==> src/rtl/mult_seq_ctrl.sv <==
// Iterative unsigned shift-add multiplier (MULTU) with HI/LO registers,
// MFHI/MFLO read-back and a pipeline stall for dependent instructions.
module mult_seq_ctrl #(
  parameter int WIDTH = 32
) (
  input  logic             clk_i,
  input  logic             rst_i,
  input  logic             valid_i,
  input  logic [5:0]       funct_i,
  input  logic [WIDTH-1:0] rs_data_i,
  input  logic [WIDTH-1:0] rt_data_i,
  output logic             busy_o,
  output logic             stall_o,
  output logic             done_o,
  output logic [WIDTH-1:0] hi_o,
  output logic [WIDTH-1:0] lo_o,
  output logic [WIDTH-1:0] mf_data_o
);

  localparam logic [5:0] F_MULTU = 6'b011001;
  localparam logic [5:0] F_MFHI  = 6'b010000;
  localparam logic [5:0] F_MFLO  = 6'b010010;
  localparam int         CW      = (WIDTH > 1) ? $clog2(WIDTH) : 1;

  typedef enum logic [1:0] {IDLE, RUN, DONE} state_t;

  state_t             state;
  logic [CW-1:0]      cnt;
  logic [WIDTH-1:0]   mcand;
  logic [2*WIDTH:0]   prod;
  logic [WIDTH:0]     sum;
  logic [2*WIDTH:0]   added;
  logic [2*WIDTH:0]   step;
  logic               accept;
  logic               last;

  // One shift-add iteration; the carry lands in prod[2W] before the shift.
  always_comb begin
    sum   = {1'b0, prod[2*WIDTH-1:WIDTH]} + {1'b0, mcand};
    added = prod[0] ? {sum, prod[WIDTH-1:0]} : prod;
    step  = added >> 1;
  end

  assign accept = valid_i && (funct_i == F_MULTU) && (state != RUN);
  assign last   = (cnt == CW'(WIDTH-1));

  always_ff @(posedge clk_i) begin
    if (rst_i) begin
      state  <= IDLE;
      cnt    <= '0;
      mcand  <= '0;
      prod   <= '0;
      hi_o   <= '0;
      lo_o   <= '0;
      busy_o <= 1'b0;
      done_o <= 1'b0;
    end else begin
      done_o <= 1'b0;
      if (accept) begin
        mcand  <= rs_data_i;
        prod   <= {1'b0, {WIDTH{1'b0}}, rt_data_i};
        cnt    <= '0;
        state  <= RUN;
        busy_o <= 1'b1;
      end else begin
        case (state)
          RUN: begin
            prod <= step;
            cnt  <= cnt + CW'(1);
            if (last) begin
              hi_o   <= step[2*WIDTH-1:WIDTH];
              lo_o   <= step[WIDTH-1:0];
              state  <= DONE;
              busy_o <= 1'b0;
              done_o <= 1'b1;
            end
          end
          DONE:    state <= IDLE;
          default: state <= IDLE;
        endcase
      end
    end
  end

  assign stall_o = valid_i && busy_o &&
                   ((funct_i == F_MULTU) || (funct_i == F_MFHI) || (funct_i == F_MFLO));

  always_comb begin
    case (funct_i)
      F_MFHI:  mf_data_o = hi_o;
      F_MFLO:  mf_data_o = lo_o;
      default: mf_data_o = '0;
    endcase
  end

endmodule
==> config.mk <==
export PLATFORM = sky130hd
export DESIGN_NAME = mult_seq_ctrl
export DESIGN_NICKNAME = d
export VERILOG_FILES = /design/src/rtl/mult_seq_ctrl.sv
export SDC_FILE = /design/constraint.sdc
export NUM_CORES = 1
export LEC_CHECK = 0
export ABC_CLOCK_PERIOD_IN_PS = 3200
export BUFFER_PORTS_ARGS = -buffer_cell sky130_fd_sc_hd__buf_2
export CAP_MARGIN = 20
export CORE_MARGIN = 1
export CORE_UTILIZATION = 55
export DETAILED_ROUTE_END_ITERATION = 10
export GPL_TIMING_DRIVEN = 0
export PLACE_DENSITY = 0.87
export SYNTH_ARGS = -nofsm -noshare
export SYNTH_HDL_FRONTEND = slang
export SYNTH_SLANG_ARGS = --single-unit
==> constraint.sdc <==
create_clock -name clk_i -period 3.2 [get_ports clk_i]
set_input_delay 0.32 -clock clk_i [delete_from_list [all_inputs] [get_ports clk_i]]
set_output_delay 0.32 -clock clk_i [all_outputs]
set_load 0.005 [all_outputs]
==> run_results.csv <==
group,metric,value,unit
clock_tree,clockBufferDepth,2,
run_status,status,"finished clean",
clock_tree,post-cts-setup-buffers,0,
drt,dr.pass1.iters,6,
global_routing,grt_pass1_wl,39800,µm
floorplan,die-area,0.01599,mm²
floorplan,num_rows,45,
worst_setup_path,startpoint_type,"flop",
synth,syn_inst,1037,
worst_setup_path,rrSetupSlack,130,ps
sta,setup_violations,0,
synth,yosysWarnings,0,
worst_setup_path,startpoint,"mcand[0]$_SDFFE_PP0P_",
global_routing,antenna_found_initial,0,
sta,timing.fmax,0.3259,GHz
synth,syn_nets,1145,
place,io_buffer_count,169,
cells_and_area,area_delta_synth_final,19.85,%
hold_path,hold_class,"input pin to flop",
floorplan,boundaryPins,172,
drt,wire_per_inst,17.91,µm
floorplan,die_x,126.4,µm
global_routing,grt_pass1_vias,7778,
global_routing,met3_usage,0.05820,
cells_and_area,n_antenna_cell,0,
synth,synth_edf_count,0,
sta,rsz0062_at_grt,"no",
global_routing,grtUsageTotal,0.3168,
sta,fin_crit_sh,0.9588,
global_routing,overflow,0,
clock_tree,cts_buffers,17,
clock_tree,cts.sinks,169,
global_routing,met2_usage,0.5041,
drt,drt_iter0_drc,676,
synth,syn_area_per_cell,8.213,µm²
cells_and_area,fillCellCount,1232,
clock_tree,cts.htree.levels,4,
synth,synthFlopType,"dfxtp_1",
pwr,p_per_area,426.7,mW/mm²
worst_setup_path,reg2regPathDepth,10,
sta,slew_viol_final,0,
worst_setup_path,cp.arrival,3420,ps
floorplan,start_util,0.5623,
pwr,vdd_drop_max,0.4150,mV
floorplan,coreArea,0.01515,mm²
drt,ant_nets,0,
place,gp_congestion,0.9022,
place,dp_hpwl,18850,µm
clock_tree,clock-root-buffer,"clkbuf_16",
sta,hold_viol_final,0,
worst_setup_path,cp-end-kind,"flop",
synth,ys_top_cells_by_area,"dfxtp_1, mux2i_1, nand2_1, a21oi_1, nor2_1",
synth,syn_area,0.008517,mm²
worst_setup_path,required,3550,ps
job,cap_violations,0,
synth,synth.yosys.seq_area_share,0.3972,
sta,tns,0,ps
synth,ys_types,50,
pwr,leakage,4.505,nW
synth,ys_seq_elements,169,
worst_setup_path,cp_max_fo,5,
worst_setup_path,rr_endpoint,"hi_o[17]$_SDFFE_PP0P_",
place,pre_cts_slack,63.74,ps
clock_tree,clk_pin_slew,70,ps
sta,skew,7.735,ps
clock_tree,clock_latency,450,ps
cells_and_area,final_nets,1333,
synth,synth_top_area_cell,"dfxtp_1",
worst_setup_path,r2r-start,"mcand[0]$_SDFFE_PP0P_",
sta,period_needed,3068,ps
drt,drt-vias-per-instance,5.916,
clock_tree,cts_tree,"built",
drt,vias,8436,
drt,finalWirelength,25540,µm
global_routing,grt.busiest_layer,"met2",
clock_tree,cts_hold_buf,0,
sta,tightest_slew,970.8,ps
global_routing,grt_start_max_net_pins,17,
sta,max-slew-margin-rel,0.3528,
drt,drc,0,
global_routing,grt_use_met1,0.4115,
synth,ys_async_sr_fraction,0,
worst_setup_path,crit_end,"hi_o[17]$_SDFFE_PP0P_",
floorplan,die_h,126.4,µm
synth,synthDominantCellAreaShare,0.3972,
cells_and_area,drive_gt1_frac,0.1729,
worst_setup_path,crit_type,"flop to flop",
sta,setup_ws,131.9,ps
## repair_timing
item / in CTS / in global routing
resized for setup: 0 / 3
setup endpoints to repair: 0 / 5
endpoints found under the hold margin: 0 / 0
## cell families (layout without fill, tap and decap cells)
kind of cell | Yosys count | count (layout) | synth area share
xor+xnor | 28 | 28 | 0.02879
compound gates | 272 | 272 | 0.1980
fa+ha+maj | 35 | 35 | 0.05230
simple gates | 353 | 353 | 0.1719
buf+inv | 85 | 286 | 0.03834
flops | 169 | 169 | 0.3972
mux | 95 | 95 | 0.1134
## power by group
group	internal (W)	leakage, nW	switching [W]	total [W]
Sequential	0.00211	1.36	0.00000975	0.00212
Clock	0.00113	0.281	0.000927	0.00206
Combinational	0.0000684	2.86	0.000105	0.000173
Total	0.00331	4.50	0.00104	0.00436
## registers in the layout, indices dropped and copies added, names as in the netlist
register,count
done_o,1
state,2
cnt,5
hi_o,32
lo_o,32
prod,64
mcand,32
busy_o,1
## layout make-up
class | instances | area [µm²] | share of cell area
flip-flops and latches | 169 | 3383 | 0.3315
clock inverters | 13 | 132.6 | 0.01299
clock buffers | 19 | 452.9 | 0.04437
well taps | 188 | 235.2 | 0.02304
plain buffers | 76 | 292.8 | 0.02868
multi-input cells | 783 | 4831 | 0.4733
inverters | 9 | 33.78 | 0.003310
repair buffers | 169 | 845.8 | 0.08286
## worst min path at each step
stage	from	end	slack [ps]	cells past startpoint
after floorplan	cnt[4]$_SDFFE_PP0P_	cnt[4]$_SDFFE_PP0P_	440	2
after global placement	cnt[4]$_SDFFE_PP0P_	cnt[4]$_SDFFE_PP0P_	450	2
after detailed placement	mcand[27]$_SDFFE_PP0P_	mcand[27]$_SDFFE_PP0P_	450	2
after CTS	rs_data_i[24]	mcand[24]$_SDFFE_PP0P_	110	3
after global routing	rs_data_i[23]	mcand[23]$_SDFFE_PP0P_	120	3
final	rs_data_i[28]	mcand[28]$_SDFFE_PP0P_	110	3
## critical path, stage by stage, from the launching register on
cell	delay, ps
dfxtp_1	320
ha_1	240
fa_1	430
a21o_1	240
a221oi_4	330
o211a_4	270
o21ai_1	130
a311oi_1	340
xnor2_1	200
mux2i_1	170
a211oi_1	300
## cell usage after synthesis (5+ instances only)
cell,number
nand2_1,174
dfxtp_1,169
nor2_1,119
a21oi_1,112
mux2i_1,89
clkbuf_1,65
a211oi_1,58
o21ai_0,43
ha_1,34
xnor2_1,17
a21o_1,13
a31oi_1,13
nand2b_1,12
xor2_1,11
a311oi_1,10
buf_1,10
inv_1,9
nand3_1,8
nand4_1,8
nor3_1,8
and3_1,7
nor2b_1,5
or3_1,5
## per-layer routing
layer  share of wire  up-vias
li1                -     4020
met5               0        -
met2            0.46      420
met1            0.43     3915
met3           0.076       81
met4           0.037        0
## per-stage QoR
| step | util | cells | cell area [µm²] | hold slack, ps | total power (W) |
|---|---|---|---|---|---|
| after floorplan | - | 1037 | 8517 | 440.6 | 0.002258 |
| after global placement | 0.6337 | 1394 | 9598 | 449.8 | 0.002337 |
| after detailed placement | 0.6337 | 1394 | 9598 | 453.9 | 0.002338 |
| after CTS | 0.6724 | 1426 | 10180 | 108.3 | 0.004345 |
| after global routing | 0.6739 | 1426 | 10210 | 117.9 | 0.004450 |
| final | 0.6739 | 1426 | 10210 | 105.8 | 0.004355 |
## layout by cell type (no fill, tap or decap), types with 2 or more instances in the layout
cell        synthesis  routed
nand2_1           174     174
dfxtp_1           169     169
buf_2               0     169
nor2_1            119     119
a21oi_1           112     112
mux2i_1            89      89
clkbuf_1           65      65
a211oi_1           58      58
o21ai_0            43      43
ha_1               34      34
xnor2_1            17      17
clkbuf_16           0      17
a21o_1             13      13
a31oi_1            13      13
nand2b_1           12      12
xor2_1             11      11
a311oi_1           10      10
buf_1              10      10
inv_1               9       9
nand3_1             8       8
nor3_1              8       8
nand4_1             8       8
and3_1              7       7
or3_1               5       5
nor2b_1             5       5
mux2_2              4       4
inv_6               0       4
o21bai_1            3       3
clkinvlp_4          0       3
o21a_1              2       2
a21boi_0            2       2
and2_1              2       2
o211ai_2            2       2
mux2_4              2       2
inv_8               0       2
clkinv_4            0       2
clkbuf_8            0       2
Power figures use the tool's default switching activity.
